### config.mk
export PLATFORM = sky130hd
export DESIGN_NAME = twos_comp_serial_flat
export DESIGN_NICKNAME = d
export VERILOG_FILES = /design/src/rtl/twos_comp_serial_if.sv /design/src/rtl/twos_comp_serial.sv /design/src/flat_wrapper.sv
export SDC_FILE = /design/constraint.sdc
export NUM_CORES = 1
export LEC_CHECK = 0
export CORE_UTILIZATION = 44
export CTS_CLUSTER_SIZE = 16
export DETAILED_ROUTE_END_ITERATION = 12
export GPL_ROUTABILITY_DRIVEN = 0
export GPL_TIMING_DRIVEN = 0
export PLACE_DENSITY = 0.71
export SETUP_SLACK_MARGIN = 0.4
export SLEW_MARGIN = 20
export SYNTH_ARGS = -nofsm -noshare
export SYNTH_HDL_FRONTEND = slang
export SYNTH_SLANG_ARGS = --single-unit
### constraint.sdc
create_clock -name clk -period 1.6 [get_ports clk]
set_input_delay 0.48 -clock clk [delete_from_list [all_inputs] [get_ports clk]]
set_output_delay 0.48 -clock clk [all_outputs]
set_load 0.005 [all_outputs]
### src/rtl/twos_comp_serial_if.sv
`default_nettype none
// ============================================================================
// Module   : twos_comp_serial_if
// Brief    : Operand/result handshake bundle for the bit-serial converter.
// Revision : 1.0
// ============================================================================
interface twos_comp_serial_if #(
  parameter int WIDTH = 4
);
  logic             in_valid;
  logic             in_ready;
  logic [WIDTH-1:0] a;
  logic [1:0]       mode;
  logic             out_valid;
  logic             out_ready;
  logic [WIDTH-1:0] result;
  logic             ovf;
  logic             busy;

  // Producer/consumer side.
  modport master (
    output in_valid, a, mode, out_ready,
    input  in_ready, out_valid, result, ovf, busy
  );

  // Converter side.
  modport slave (
    input  in_valid, a, mode, out_ready,
    output in_ready, out_valid, result, ovf, busy
  );
endinterface
`default_nettype wire

### src/rtl/twos_comp_serial.sv
`default_nettype none
// ============================================================================
// Module   : twos_comp_serial
// Brief    : Bit-serial two's-complement converter (negate/abs/SM<->2C),
//            one bit per clock, LSB first, with valid/ready on both sides.
// Revision : 1.0
// ============================================================================
module twos_comp_serial #(
  parameter int WIDTH = 4
) (
  input wire               clk,
  input wire               reset,
  twos_comp_serial_if.slave bus
);

  localparam int CW = (WIDTH > 1) ? $clog2(WIDTH) : 1;

  localparam logic [CW-1:0]    c_last      = CW'(WIDTH - 1);
  localparam logic [WIDTH-1:0] c_min       = {1'b1, {(WIDTH-1){1'b0}}};
  localparam logic [1:0]       c_mode_neg  = 2'b00;
  localparam logic [1:0]       c_mode_sm2c = 2'b10;
  localparam logic [1:0]       c_mode_2csm = 2'b11;

  typedef enum logic [1:0] {
    IDLE = 2'd0,
    RUN  = 2'd1,
    DONE = 2'd2
  } state_t;

  state_t           r_state;
  state_t           w_next;

  logic [WIDTH-1:0] r_shift;
  logic [WIDTH-1:0] r_result;
  logic [CW-1:0]    r_cnt;
  logic             r_seen;
  logic             r_neg;
  logic             r_msb;
  logic             r_ovf;
  logic [1:0]       r_mode;

  logic             w_accept;
  logic             w_last;
  logic             w_x;
  logic             w_bit;
  logic             w_neg_in;
  logic             w_ovf_in;
  logic [WIDTH-1:0] w_load;

  logic             w_in_ready;
  logic             w_out_valid;
  logic             w_busy;

  // ---------------------------------------------------------------- FSM
  always_ff @(posedge clk or posedge reset) begin
    if (reset) begin
      r_state <= IDLE;
    end else begin
      r_state <= w_next;
    end
  end

  always_comb begin
    w_next      = r_state;
    w_in_ready  = 1'b0;
    w_out_valid = 1'b0;
    w_busy      = 1'b0;
    unique case (r_state)
      IDLE: begin
        w_in_ready = 1'b1;
        if (bus.in_valid) w_next = RUN;
      end
      RUN: begin
        w_busy = 1'b1;
        if (w_last) w_next = DONE;
      end
      DONE: begin
        // Output handshake only; a waiting operand is taken back in IDLE.
        w_out_valid = 1'b1;
        if (bus.out_ready) w_next = IDLE;
      end
      default: w_next = IDLE;
    endcase
  end

  // ------------------------------------------------------ accept decode
  assign w_accept = w_in_ready && bus.in_valid;
  assign w_neg_in = (bus.mode == c_mode_neg) ? 1'b1 : bus.a[WIDTH-1];
  assign w_ovf_in = (bus.mode != c_mode_sm2c) && (bus.a == c_min);
  // Sign-magnitude input drops its sign bit before the magnitude is negated.
  assign w_load   = (bus.mode == c_mode_sm2c) ? {1'b0, bus.a[WIDTH-2:0]} : bus.a;

  // ------------------------------------------------------ serial datapath
  assign w_last = (r_cnt == c_last);
  assign w_x    = r_shift[0];

  always_comb begin
    w_bit = r_neg ? (r_seen ? ~w_x : w_x) : w_x;
    // Sign-magnitude output keeps the operand's sign in the top bit.
    if (w_last && (r_mode == c_mode_2csm)) begin
      w_bit = r_msb;
    end
  end

  always_ff @(posedge clk or posedge reset) begin
    if (reset) begin
      r_shift  <= '0;
      r_result <= '0;
      r_cnt    <= '0;
      r_seen   <= 1'b0;
      r_neg    <= 1'b0;
      r_msb    <= 1'b0;
      r_ovf    <= 1'b0;
      r_mode   <= 2'b00;
    end else begin
      if (w_accept) begin
        r_shift <= w_load;
        r_mode  <= bus.mode;
        r_neg   <= w_neg_in;
        r_msb   <= bus.a[WIDTH-1];
        r_ovf   <= w_ovf_in;
        r_seen  <= 1'b0;
        r_cnt   <= '0;
      end else if (w_busy) begin
        r_shift  <= r_shift >> 1;
        r_seen   <= r_seen | w_x;
        r_cnt    <= r_cnt + 1'b1;
        r_result <= {w_bit, r_result[WIDTH-1:1]};
      end
    end
  end

  assign bus.in_ready  = w_in_ready;
  assign bus.out_valid = w_out_valid;
  assign bus.busy      = w_busy;
  assign bus.result    = r_result;
  assign bus.ovf       = r_ovf;

endmodule
`default_nettype wire

### src/flat_wrapper.sv
// flat-port wrapper written by rule: the top's interface ports become plain ports
module twos_comp_serial_flat 
#(
  parameter int WIDTH = 4
)
  (clk, reset, bus_in_valid, bus_a, bus_mode, bus_out_ready, bus_in_ready, bus_out_valid, bus_result, bus_ovf, bus_busy);
  twos_comp_serial_if #(.WIDTH(WIDTH)) bus_i ();
  input wire clk;
  input wire reset;
  input wire logic [$bits(bus_i.in_valid)-1:0] bus_in_valid;
  input wire logic [$bits(bus_i.a)-1:0] bus_a;
  input wire logic [$bits(bus_i.mode)-1:0] bus_mode;
  input wire logic [$bits(bus_i.out_ready)-1:0] bus_out_ready;
  output wire logic [$bits(bus_i.in_ready)-1:0] bus_in_ready;
  output wire logic [$bits(bus_i.out_valid)-1:0] bus_out_valid;
  output wire logic [$bits(bus_i.result)-1:0] bus_result;
  output wire logic [$bits(bus_i.ovf)-1:0] bus_ovf;
  output wire logic [$bits(bus_i.busy)-1:0] bus_busy;
  assign bus_i.in_valid = bus_in_valid;
  assign bus_i.a = bus_a;
  assign bus_i.mode = bus_mode;
  assign bus_i.out_ready = bus_out_ready;
  assign bus_in_ready = bus_i.in_ready;
  assign bus_out_valid = bus_i.out_valid;
  assign bus_result = bus_i.result;
  assign bus_ovf = bus_i.ovf;
  assign bus_busy = bus_i.busy;
  twos_comp_serial #(.WIDTH(WIDTH)) u_core (.clk(clk), .reset(reset), .bus(bus_i));
endmodule
==> impl_metrics.tcl, run 1 <==
set metrics [dict create \
    antenna_found_initial 0 \
    ys_seq_area_frac 0.5488 \
    dpl_cell_area_um2 1057 \
    hold_viol 0 \
    grt_overflow 0 \
    numCtsBuffers 3 \
    swShare 0.3695 \
    drc 0 \
    clock_skew_ns 0.001510 \
    crit_required_ns 1.12 \
    fp.dieArea_um2 2042 \
    wire_per_inst_um 14.54 \
    crit_arrival_ns 1.11 \
    final_core_util 0.7663 \
    io_pins 18 \
    seqPwrFrac 0.298 \
    relSlewSlack 0.7241 \
    postRouteWirelength_um 2166 \
    max_clock_freq_mhz 630.3 \
    drt_pass1_iterations 4 \
    port_buffers 17 \
    diodes 0 \
    clkPwrFrac 0.103 \
    grt_pass1_vias 680 \
    finalSetupTns_ns 0 \
    dr.first_iter.drc_count 13 \
    core_area_um2 1745 \
    combPwrFrac 0.599 \
    worstPathCellList "nand2b_4, buf_6, inv_8, buf_6" \
    cts_tree "yes" \
    hold_path.class "register to register" \
    min-delay-start "u_core.r_mode[1]$_DFFE_PP0P_" \
    total_power_mw 2.767 \
    slew_violations 0 \
    vdd_drop_max_uv 1099 \
    setup_viol 0 \
    worstReg2RegStart "u_core.r_state[0]$_DFFE_PP0P_" \
    clk_path_buf_depth 2 \
    start_kind "register" \
    worstSetupPathType "register to primary output" \
    yosysWarnings 0 \
    cts.sinks 18 \
    floorplan.initialDensity 0.4703 \
    ys_ff_latch 18 \
    final_cell_mix "22 x nand2_1, 17 x buf_4, 16 x dfrtp_1" \
    syn_inst 83 \
    fill_cells 117 \
    grt_max_degree 19 \
    rsz0062_at_grt "yes" \
    hold_ws_ns 0.4933 \
    area_delta_synth_final_pct 62.96 \
    syn-cell-area_um2 820.8 \
    ys_types 21 \
    crit_top_cell "buf_6" \
    avgSynthCellArea_um2 9.889 \
    grt_use_total 0.2064 \
    status "completed" \
    synth_fp_nets 95 \
    max_cap_violations 0 \
    cp_max_fo 3 \
    fin_crit_sh 0.9916 \
    num_vias 746 \
    path_clk_slew_ns 0.11 \
    leakagePower_nw 0.6735 \
    crit_path_end_kind "primary output" \
    avgViaCountPerCell 5.007 \
    cts_root_buf "clkbuf_4" \
    slowest_delay_ns 0.43 \
    final_nets 137 \
    worst-slew-pin-transition_ns 0.4130 \
    power_density_nw_per_um2 2068 \
    die_h_um 45.19 \
    final_common_cell "nand2_1" \
    dieWidth_um 45.19 \
    grt_pass1_wl_um 2918 \
    htreeDepth 1 \
    drive_gt1_frac 0.4919 \
    cp-startpoint "u_core.r_state[1]$_DFFE_PP0P_" \
    clk_latency_ns 0.29 \
    drtAntennaViolNets 0 \
    crit_path_top_delay_cell "dfrtp_2" \
    p_int_mw 1.744 \
    fin_crit_ns 1.587 \
    netSwitchingPower_mw 1.022 \
    final_area_um2 1338 \
    rows 15 \
    dp_hpwl_um 1093 \
]
[synthesized netlist by cell type, drive strengths merged]
library cell  instances  share of area
nand2                27           0.12
a221o                 1          0.012
buf                   3          0.034
ha                    2          0.030
mux2                  1          0.014
inv                   5          0.026
mux2i                 1          0.012
a22oi                 2          0.018
nand3                 8          0.049
or3b                  1          0.011
nor2                  2         0.0091
nor2b                 1         0.0076
o41ai                 1          0.020
a22o                  1          0.011
nor3                  1         0.0061
nand2b                2          0.015
o21ai                 5          0.030
nor3b                 1          0.023
dfrtp                18           0.55
[flip-flops by register name, indices dropped and copies added, names as in the netlist]
| register | flops |
|---|---|
| u_core.r_seen | 1 |
| u_core.r_msb | 1 |
| u_core.r_neg | 1 |
| u_core.r_mode | 2 |
| u_core.r_cnt | 2 |
| u_core.r_state | 2 |
| u_core.bus.result | 4 |
| u_core.bus.ovf | 1 |
| u_core.r_shift | 4 |
[worst max-delay path, delay by kind of cell (launching register included)]
family / cells / cell delay [ns]
buffers and inverters: 3 / 0.24
flip-flops: 1 / 0.43
AND/OR/NAND/NOR: 1 / 0.14
[layer usage]
layer	GRT usage	part of all wire	vias to the layer above	wire length [um]
li1	-	-	362	-
met2	0.3565	0.49	21	1064
met5	0	0	-	0
met4	0.1273	0.030	0	65
met3	0.02400	0.024	6	53
met1	0.2423	0.45	357	982
[what timing repair did]
item	4_1_cts	5_1_grt
pin swaps	1	6
endpoints found under the setup margin	22	28
buffers inserted	10	8
hold buffers	0	0
resized for setup	42	20
cloned	1	1
[power groups by stage]
stage / clock [mW] / sequential [mW] / combinational [mW]
after CTS: 0.280 / 0.797 / 1.17
after global routing: 0.311 / 0.843 / 1.79
after global placement: 0 / 0.813 / 0.910
after floorplan: 0 / 0.799 / 0.620
after detailed placement: 0 / 0.823 / 0.929
final: 0.284 / 0.825 / 1.66
[final cells by class]
type,count,area [um^2],area share
flip-flops and latches,18,452.9,0.3386
multi-input cells,57,410.4,0.3068
repair buffers,37,335.3,0.2507
plain buffers,3,41.29,0.03087
clock buffers,4,36.28,0.02713
well taps,25,31.28,0.02339
inverters,5,30.03,0.02245
[stage by stage]
step | instances | setup WS (ns)
after floorplan | 83 | 0.3647
final | 149 | 0.01345
after detailed placement | 125 | -0.2413
after global placement | 125 | -0.2618
after CTS | 140 | 0.02698
after global routing | 149 | -0.02679
[final timing paths]
kind	to	slack, ns	cells past startpoint
max in group asynchronous	u_core.r_state[0]$_DFFE_PP0P_	0.81	2
worst max register to register	u_core.r_shift[1]$_DFFE_PP0P_	0.07	6
worst min-delay path	u_core.r_mode[1]$_DFFE_PP0P_	0.49	2
min in group asynchronous	u_core.r_mode[1]$_DFFE_PP0P_	0.52	2
worst min register to register	u_core.r_mode[1]$_DFFE_PP0P_	0.49	2
worst max-delay path	bus_busy	0.01	4
[cell families (layout without fill, tap and decap cells)]
group	count (synthesis)	count (layout)	share of synthesized area
AO/OA/AOI/OAI	10	10	0.09146
adder cells (fa/ha/maj)	2	2	0.03048
buffers and inverters	8	49	0.05944
flip-flops	18	18	0.5488
multiplexers	2	2	0.02591
AND/OR/NAND/NOR	43	43	0.2439
No activity file was read; power rests on OpenSTA's default activity.
==> run 2: changes to the inputs <==
--- a/config.mk
+++ b/config.mk
@@ -5,6 +5,7 @@
 export SDC_FILE = /design/constraint.sdc
 export NUM_CORES = 1
 export LEC_CHECK = 0
+export CAP_MARGIN = 10
 export CORE_UTILIZATION = 44
 export CTS_CLUSTER_SIZE = 16
 export DETAILED_ROUTE_END_ITERATION = 12
==> results of run 2 <==
The final DEF is identical to that of run 1; final timing and power are the same.
